$ cat src/rtl/mem_arbiter.sv
// mem_arbiter: shares one single-ported data BRAM between the CPU load/store
// path and the display scanout reader. At most one access is issued per
// cycle through a registered issue stage. Every read carries a {valid, owner}
// tag through a READ_LAT+1 deep shift pipeline, so each result goes back only
// to the requester that issued it.
//
// Build option: define MEM_ARB_RR_EN for round-robin arbitration between
// contending requesters. Left undefined, arbitration is fixed priority with
// the display ahead of the CPU.
//
// Ports:
//   clk, reset          rising-edge clock, asynchronous active-low reset
//   cpu_req/we/addr/wdata  CPU request, held until cpu_gnt
//   cpu_gnt             combinational accept for the CPU
//   cpu_rvalid/rdata    one-cycle read return pulse and data for the CPU
//   vid_req/addr        display read request, held until vid_gnt
//   vid_gnt             combinational accept for the display
//   vid_rvalid/rdata    one-cycle read return pulse and data for the display
//   mem_addr/wdata/we   registered BRAM command
//   mem_rdata           BRAM data, valid READ_LAT cycles after mem_addr
module mem_arbiter #(
  parameter int WIDTH     = 16,
  parameter int ADDR_BITS = 16,
  parameter int READ_LAT  = 1
) (
  input  logic                 clk,
  input  logic                 reset,
  input  logic                 cpu_req,
  input  logic                 cpu_we,
  input  logic [ADDR_BITS-1:0] cpu_addr,
  input  logic [WIDTH-1:0]     cpu_wdata,
  output logic                 cpu_gnt,
  output logic                 cpu_rvalid,
  output logic [WIDTH-1:0]     cpu_rdata,
  input  logic                 vid_req,
  input  logic [ADDR_BITS-1:0] vid_addr,
  output logic                 vid_gnt,
  output logic                 vid_rvalid,
  output logic [WIDTH-1:0]     vid_rdata,
  output logic [ADDR_BITS-1:0] mem_addr,
  output logic [WIDTH-1:0]     mem_wdata,
  output logic                 mem_we,
  input  logic [WIDTH-1:0]     mem_rdata
);

  localparam int DEPTH = READ_LAT + 1;

  typedef enum logic {LAST_CPU, LAST_VID} last_t;

  // owner: 1 = display, 0 = CPU
  typedef struct packed {
    logic valid;
    logic owner;
  } tag_t;

  last_t last_q, last_d;
  tag_t  tags [DEPTH];
  logic  accept_read;

  always_ff @(posedge clk or negedge reset) begin
    if (!reset) begin
      last_q <= LAST_VID;
    end else begin
      last_q <= last_d;
    end
  end

  // Grants are suppressed while reset is asserted so nothing is accepted
  // while the pipeline is being cleared.
  always_comb begin
    cpu_gnt = 1'b0;
    vid_gnt = 1'b0;
    last_d  = last_q;
    if (reset) begin
`ifdef MEM_ARB_RR_EN
      if (cpu_req && vid_req) begin
        if (last_q == LAST_CPU) begin
          vid_gnt = 1'b1;
        end else begin
          cpu_gnt = 1'b1;
        end
      end else begin
        cpu_gnt = cpu_req;
        vid_gnt = vid_req;
      end
`else
      vid_gnt = vid_req;
      cpu_gnt = cpu_req && !vid_req;
`endif
    end
    if (cpu_gnt) begin
      last_d = LAST_CPU;
    end else if (vid_gnt) begin
      last_d = LAST_VID;
    end
  end

  assign accept_read = vid_gnt || (cpu_gnt && !cpu_we);

  // Issue register: mem_we is a one-cycle strobe, mem_addr holds when idle.
  always_ff @(posedge clk or negedge reset) begin
    if (!reset) begin
      mem_addr  <= '0;
      mem_wdata <= '0;
      mem_we    <= 1'b0;
    end else begin
      mem_we <= 1'b0;
      if (vid_gnt) begin
        mem_addr <= vid_addr;
      end else if (cpu_gnt) begin
        mem_addr  <= cpu_addr;
        mem_wdata <= cpu_wdata;
        mem_we    <= cpu_we;
      end
    end
  end

  // A tag leaves the last stage in the same cycle the BRAM presents its
  // data, so the capture below lines up with mem_rdata without a stall.
  always_ff @(posedge clk or negedge reset) begin
    if (!reset) begin
      for (int i = 0; i < DEPTH; i++) begin
        tags[i] <= '0;
      end
    end else begin
      tags[0].valid <= accept_read;
      tags[0].owner <= vid_gnt;
      for (int i = 1; i < DEPTH; i++) begin
        tags[i] <= tags[i-1];
      end
    end
  end

  always_ff @(posedge clk or negedge reset) begin
    if (!reset) begin
      cpu_rvalid <= 1'b0;
      vid_rvalid <= 1'b0;
      cpu_rdata  <= '0;
      vid_rdata  <= '0;
    end else begin
      cpu_rvalid <= 1'b0;
      vid_rvalid <= 1'b0;
      if (tags[DEPTH-1].valid) begin
        if (tags[DEPTH-1].owner) begin
          vid_rvalid <= 1'b1;
          vid_rdata  <= mem_rdata;
        end else begin
          cpu_rvalid <= 1'b1;
          cpu_rdata  <= mem_rdata;
        end
      end
    end
  end

endmodule

$ cat config.mk
export PLATFORM = sky130hd
export DESIGN_NAME = mem_arbiter
export DESIGN_NICKNAME = d
export VERILOG_FILES = /design/src/rtl/mem_arbiter.sv
export SDC_FILE = /design/constraint.sdc
export NUM_CORES = 1
export LEC_CHECK = 0
export CORE_MARGIN = 2
export CORE_UTILIZATION = 35
export DETAILED_ROUTE_END_ITERATION = 10
export HOLD_SLACK_MARGIN = 0.05
export MAX_ROUTING_LAYER = met4
export PLACE_DENSITY = 0.71
export SLEW_MARGIN = 40
export SYNTH_ARGS = -nofsm -noshare
export SYNTH_HDL_FRONTEND = slang
export SYNTH_SLANG_ARGS = --single-unit
$ cat constraint.sdc
create_clock -name clk -period 1.6 [get_ports clk]
set_input_delay 0.32 -clock clk [delete_from_list [all_inputs] [get_ports clk]]
set_output_delay 0.32 -clock clk [all_outputs]
set_load 0.03 [all_outputs]
==> metrics, run 1 <==
status complete, no violations; synth-to-layout area growth 58.4%; post-synth top area share 62.2%; Unique masters post-synth 18; slowest CP cell dlygate4sd2_1; Buf/Inv on CP 1; Core ar. 0.00781 mm^2; layout filler cell count 688; clock slew at reported path FFs 70 ps; Warnings, synthesis 0; Tcrit/Tclk final 89.3%; vias per cell 4.67; CP top delay family buffers and inverters; Worst Path Arrival 1110 ps; max-cap violation count 0; worst-path maximum fanout 2; H-tree depth 3; WP data required 1280 ps; Avg WL per Cell 14.2 um; remaining global-route overflow 0; IO buf count 137; crit start category flip-flop; initial drt markers 114; mapped cell area 0.00286 mm^2; final WL 6.59 mm; first-pass GRT wire length 10.7 mm; register share of total power 41.8%; number of buffers created by CTS 9; clk sinks 71; drt first pass iters 5; P_int 3590 uW; clk_skew 4.27 ps; Worst VDD drop 0.000439 V; num ports 138; hold crit path type input port to async pin; delay of the slowest critical-path stage 410 ps; Cell Chain, Critical Path dlygate4sd2_1; Hold Fails Final Rpt 0; post-synthesis async set-or-reset flop share 100%; number of cell rows 32; TritonCTS clock tree yes; Synth area leader dfrtp_1; Syn Inst Count 205; Comb pwr share 30.2%; register area share after synthesis 62.2%; die area 0.00890 mm^2; gpl congestion 0.748; chip width 94.4 um; Primary FF master, synth dfrtp_1; Total GRT Usage 16.3%; Setup crit end kind output pin; power density cells 1180 mW/mm^2; Clk Latency, worst-skew pair 330 ps; ANT cells 0; fin cells 464; DR vias 2167; Max clock buf depth 2; critical path class flip-flop to output pin; Rel. slew slack 57.9%; post-synthesis adder-cell area fraction 0%; Slew @ Worst Pin 631 ps; Net Count, Synth 274; simple-gate share of the synthesized area 5.43%; vias in the first global route 2227; Final setup viols 0; fraction of the mapped netlist area in compound gates 6.17%; initial antenna violation count 0; Starting Density 36.6%; EDFF count, synth 0; Area after DPL 0.00438 mm^2; post-route ant nets 0; post-synthesis register bit count 71; Final Critical Period 1430 ps; Synth Area per Inst 13.9 um^2; fmax 700 MHz; largest net degree at the start of global routing 60; sw power 1730 uW; share of post-route cells with drive strength above 1 12.4%; Leakage 0.00217 uW; dominant cells by area after synthesis dfrtp_1 62%, mux2_1 16%, a222oi_1 5.6%, inv_1 4.3%, nor2b_1 4.2%; Clock power frac 28.0%; Sw Share 32.6%; multiplexer area fraction after synthesis 18.9%; Detail Placement HPWL 4.94 mm; RSZ-0062 raised after global routing no; die height 94.4 um; fin. max-slew vios 0; largest family of logic cells by synthesized area multiplexers; Layout Nets 426; final instance area 0.00453 mm^2; Synth Area in XOR/XNOR 0%; CTS root buf clkbuf_8; DRC 0; power after layout 5320 uW; # placed instances 447
==> cell usage after synthesis (2+ instances only) <==
cell type / number
mux2_1: 41
buf_6: 2
mux2_2: 7
dfrtp_1: 71
inv_1: 33
buf_2: 5
a222oi_1: 16
nor2b_1: 19
buf_4: 2
==> per-stage QoR <==
stage	util, %	TNS, ps	hold WS, ps	worst slack [ps]
after floorplan	-	0	24.4	338
after global placement	56.0	-2260	163	-91.9
after detailed placement	56.0	-3420	162	-149
after CTS	57.9	0	238	5.08
after global routing	58.0	0	169	114
final	58.0	0	130	171
==> what timing repair did <==
item	4_1_cts	5_1_grt
setup endpoints to repair	68	1
gates resized for setup	69	1
buffers inserted	0	0
endpoints found under the hold margin	12	0
hold buffers	1	0
pin swaps	0	0
==> registers in the layout, summed over array words and instances, names as in the netlist <==
register	count
vid_rdata	16
mem_wdata	16
cpu_rdata	16
tags	4
vid_rvalid	1
mem_addr	16
mem_we	1
cpu_rvalid	1
==> routing by layer <==
layer  wire [um]  GRT usage [%]  up-vias
met4          50           6.88        0
li1            -              -     1007
met1        2800           19.5     1058
met3         432           3.91        7
met2        3300           26.6       95
met5           0              -        -
==> worst paths after layout <==
check	from	end	slack, ps	depth (start not counted)
setup reg to reg	tags[0]	cpu_rdata[0]	370	3
max in group asynchronous	reset	mem_addr[12]	730	3
hold / removal	reset	mem_wdata[1]	130	2
hold reg to reg	tags[2]	tags[0]	360	0
setup / recovery	mem_addr[9]	mem_addr[9]	170	1
min in group clk	reset	tags[3]	290	2
==> cell type report <==
cell class	instances	area [um^2]	area share [%]
inverter	34	128	2.82
sequential	71	1780	39.2
clock inverter	4	52.6	1.16
multi-input combinational	89	877	19.4
clock buffer	12	165	3.65
tap	102	128	2.82
timing repair buffer	152	1400	30.9
==> power by group through the flow <==
| stage | logic, uW | registers [uW] | clock network (uW) |
|---|---|---|---|
| 2_1_floorplan | 317 | 2870 | 0 |
| 3_3_place_gp | 1810 | 2270 | 0 |
| 3_5_place_dp | 1840 | 2280 | 0 |
| 4_1_cts | 1630 | 2230 | 1540 |
| 5_1_grt | 1710 | 2270 | 1640 |
| 6_report | 1610 | 2230 | 1490 |
==> cells by family (layout without fill, tap and decap cells) <==
family | Yosys count | in the layout
AO/OA/AOI/OAI | 18 | 18
flip-flops | 71 | 71
multiplexers | 48 | 48
AND/OR/NAND/NOR | 23 | 23
buffers and inverters | 45 | 202
==> placed cells by master (no fill, tap or decap) <==
| cell type | instances |
|---|---|
| clkinvlp_4 | 3 |
| clkdlybuf4s50_1 | 65 |
| mux2_2 | 7 |
| buf_4 | 16 |
| dfrtp_1 | 71 |
| dlymetal6s2s_1 | 1 |
| buf_6 | 1 |
| inv_2 | 1 |
| o21ai_2 | 1 |
| nor2b_2 | 1 |
| mux2_1 | 41 |
| and2_4 | 1 |
| nor2b_1 | 18 |
| inv_1 | 33 |
| dlygate4sd3_1 | 1 |
| clkbuf_8 | 12 |
| bufinv_16 | 1 |
| dlygate4sd2_1 | 68 |
| a222oi_1 | 16 |
| o21a_1 | 1 |
| nand3b_4 | 1 |
| and3_1 | 1 |
| nand2_1 | 1 |
(Power assumes the default switching activity.)
==> inputs of run 2 (changes only) <==
--- a/config.mk
+++ b/config.mk
@@ -5,12 +5,14 @@
 export SDC_FILE = /design/constraint.sdc
 export NUM_CORES = 1
 export LEC_CHECK = 0
+export CORE_ASPECT_RATIO = 0.9
 export CORE_MARGIN = 2
 export CORE_UTILIZATION = 35
 export DETAILED_ROUTE_END_ITERATION = 10
 export HOLD_SLACK_MARGIN = 0.05
 export MAX_ROUTING_LAYER = met4
 export PLACE_DENSITY = 0.71
+export SETUP_SLACK_MARGIN = 0.2
 export SLEW_MARGIN = 40
 export SYNTH_ARGS = -nofsm -noshare
 export SYNTH_HDL_FRONTEND = slang
==> run 2 against run 1 <==
Fmax rose by 1.9%; die area about the same; routed wire length increased by 5.2%; highest routed layer unchanged; global-route usage up 0.27 points; cell area increased by 2.2%; sequential share of layout area decreased by 0.84 points; cell count is 0.43% lower; critical path depth grew 4; critical path type is now input port to output pin; via count decreased by 1.1%.
==> metrics, run 2 (synthesis results as in run 1) <==
status complete, no violations (unchanged); final hold slack 102 ps (was 130 ps); Leakage 0.00215 uW (was 0.00217 uW); Worst Path Arrival 1080 ps (was 1110 ps); critical path class input port to output pin (was flip-flop to output pin); DR vias 2143 (was 2167); vias in the first global route 2281 (was 2227); CTS root buf clkbuf_8 (unchanged); DRC 0 (unchanged); commonest non-fill, non-tap cell in the layout dfrtp_1 (unchanged); clk sinks 71 (unchanged); TritonCTS clock tree yes (unchanged); delay of the slowest critical-path stage 210 ps (was 410 ps); Starting Density 35.8% (was 36.6%); layout filler cell count 664 (was 688); fmax 713 MHz (was 700 MHz); H-tree depth 3 (unchanged); Slew @ Worst Pin 679 ps (was 631 ps); drt first pass iters 6 (was 5); Cell Chain, Critical Path clkdlybuf4s15_1 -> buf_6 -> and2_4 -> buf_4 -> buf_6 (was dlygate4sd2_1); power density cells 1200 mW/mm^2 (was 1180 mW/mm^2); # placed instances 445 (was 447); most frequent CP cell buf_6; Rel. slew slack 54.5% (was 57.9%); Max clock buf depth 2 (unchanged); power after layout 5560 uW (was 5320 uW); number of buffers created by CTS 9 (unchanged); largest net degree at the start of global routing 52 (was 60); clock slew at reported path FFs 70 ps (about the same); gpl congestion 0.701 (was 0.748); IO buf count 137 (unchanged); Layout Nets 427 (was 426); post-layout util 57.9% (was 58.0%); initial antenna violation count 1 (was 0); Total GRT Usage 16.6% (was 16.3%); die area 0.00891 mm^2 (was 0.00890 mm^2); setup TNS 0 ps (unchanged); Final Critical Period 1400 ps (was 1430 ps); hold crit path type input port to async pin (unchanged); WP data required 1280 ps (about the same); Detail Placement HPWL 5.12 mm (was 4.94 mm); Hold Fails Final Rpt 0 (unchanged); worst-path maximum fanout 4 (was 2); post-route ant nets 0 (unchanged); first-pass GRT wire length 11.3 mm (was 10.7 mm); Final setup viols 0 (unchanged); Core ar. 0.00799 mm^2 (was 0.00781 mm^2); chip width 99.3 um (was 94.4 um); Setup crit end kind output pin (unchanged); slowest CP cell clkdlybuf4s15_1 (was dlygate4sd2_1); max-cap violation count 0 (unchanged); synth-to-layout area growth 61.9% (was 58.4%); num ports 138 (unchanged); vias per cell 4.64 (was 4.67); Worst VDD drop 0.000475 V (was 0.000439 V); share of post-route cells with drive strength above 1 30.7% (was 12.4%); Avg WL per Cell 15.0 um (was 14.2 um); most frequent cells in the layout 71 x dfrtp_1, 65 x clkdlybuf4s50_1, 48 x clkdlybuf4s15_2 (was 71 x dfrtp_1, 68 x dlygate4sd2_1, 65 x clkdlybuf4s50_1); remaining global-route overflow 0 (unchanged); fin. max-slew vios 0 (unchanged); die height 89.7 um (was 94.4 um); final WL 6.93 mm (was 6.59 mm); Clk Latency, worst-skew pair 330 ps (about the same); RSZ-0062 raised after global routing yes (was no); initial drt markers 91 (was 114); crit start category input port (was flip-flop); number of cell rows 31 (was 32); fin cells 462 (was 464); Tcrit/Tclk final 87.7% (was 89.3%); clk_skew 4.90 ps (was 4.27 ps)
run 2: cell types whose count changed in the layout (fill, tap and decap cells not counted), moves of 3 or more:
cell / delta
clkbuf_8: -3
clkinvlp_4: -3
clkbuf_2: +18
dlygate4sd2_1: -67
clkdlybuf4s15_2: +48
run 2: where the power goes:
part	switching, uW	internal (uW)	total, uW
registers	150	2100	2250
clock network	604	1030	1630
logic	968	718	1690
run 2: area by class of cell:
type	count	area [um^2]	share of cell area, %
Clock inverter	4	95.1	2.06
Timing Repair Buffer	153	1490	32.2
Tap cell	99	124	2.68
Inverter	34	128	2.76
Multi-Input combinational cell	89	880	19.0
Clock buffer	11	131	2.84
Sequential cell	71	1780	38.4
Antenna cell	1	2.50	0.0541
run 2: per-layer routing:
metal  up-vias  share of wire [%]  global-route usage [%]
met5         -                  0                       -
met4         0               0.39                    3.77
met3         2                8.4                    6.53
met2       108                 49                    26.1
met1      1023                 42                    20.3
li1       1010                  -                       -
run 2: what timing repair did:
item                                    4_1_cts  5_1_grt
resized for setup                           186       21
pin swaps                                     0        0
cloned                                        0        0
buffers inserted                              1        0
endpoints found under the setup margin       87       23
hold buffers                                  0        0
run 2: path summary, 6_finish.rpt:
kind / start / endpoint / slack (ps) / cells after the start
hold reg to reg: tags[3] / tags[1] / 350 / 0
max in group asynchronous: reset / cpu_rdata[5] / 930 / 3
min in group clk: tags[3] / tags[1] / 350 / 0
setup / recovery: vid_req / vid_gnt / 200 / 5
hold / removal: reset / tags[2] / 100 / 3
setup reg to reg: tags[0] / cpu_rdata[1] / 360 / 3
run 2: critical path, delay by kind of cell:
family                 cells  cell delay [ps]
buffers and inverters      4              610
AND/OR/NAND/NOR            1              160
run 2: metrics by stage:
stage	area, um^2	setup WS [ps]
floorplan	2860	338
global placement	4400	-372
detailed placement	4410	-280
CTS	4710	123
global route	4630	172
finish	4630	197
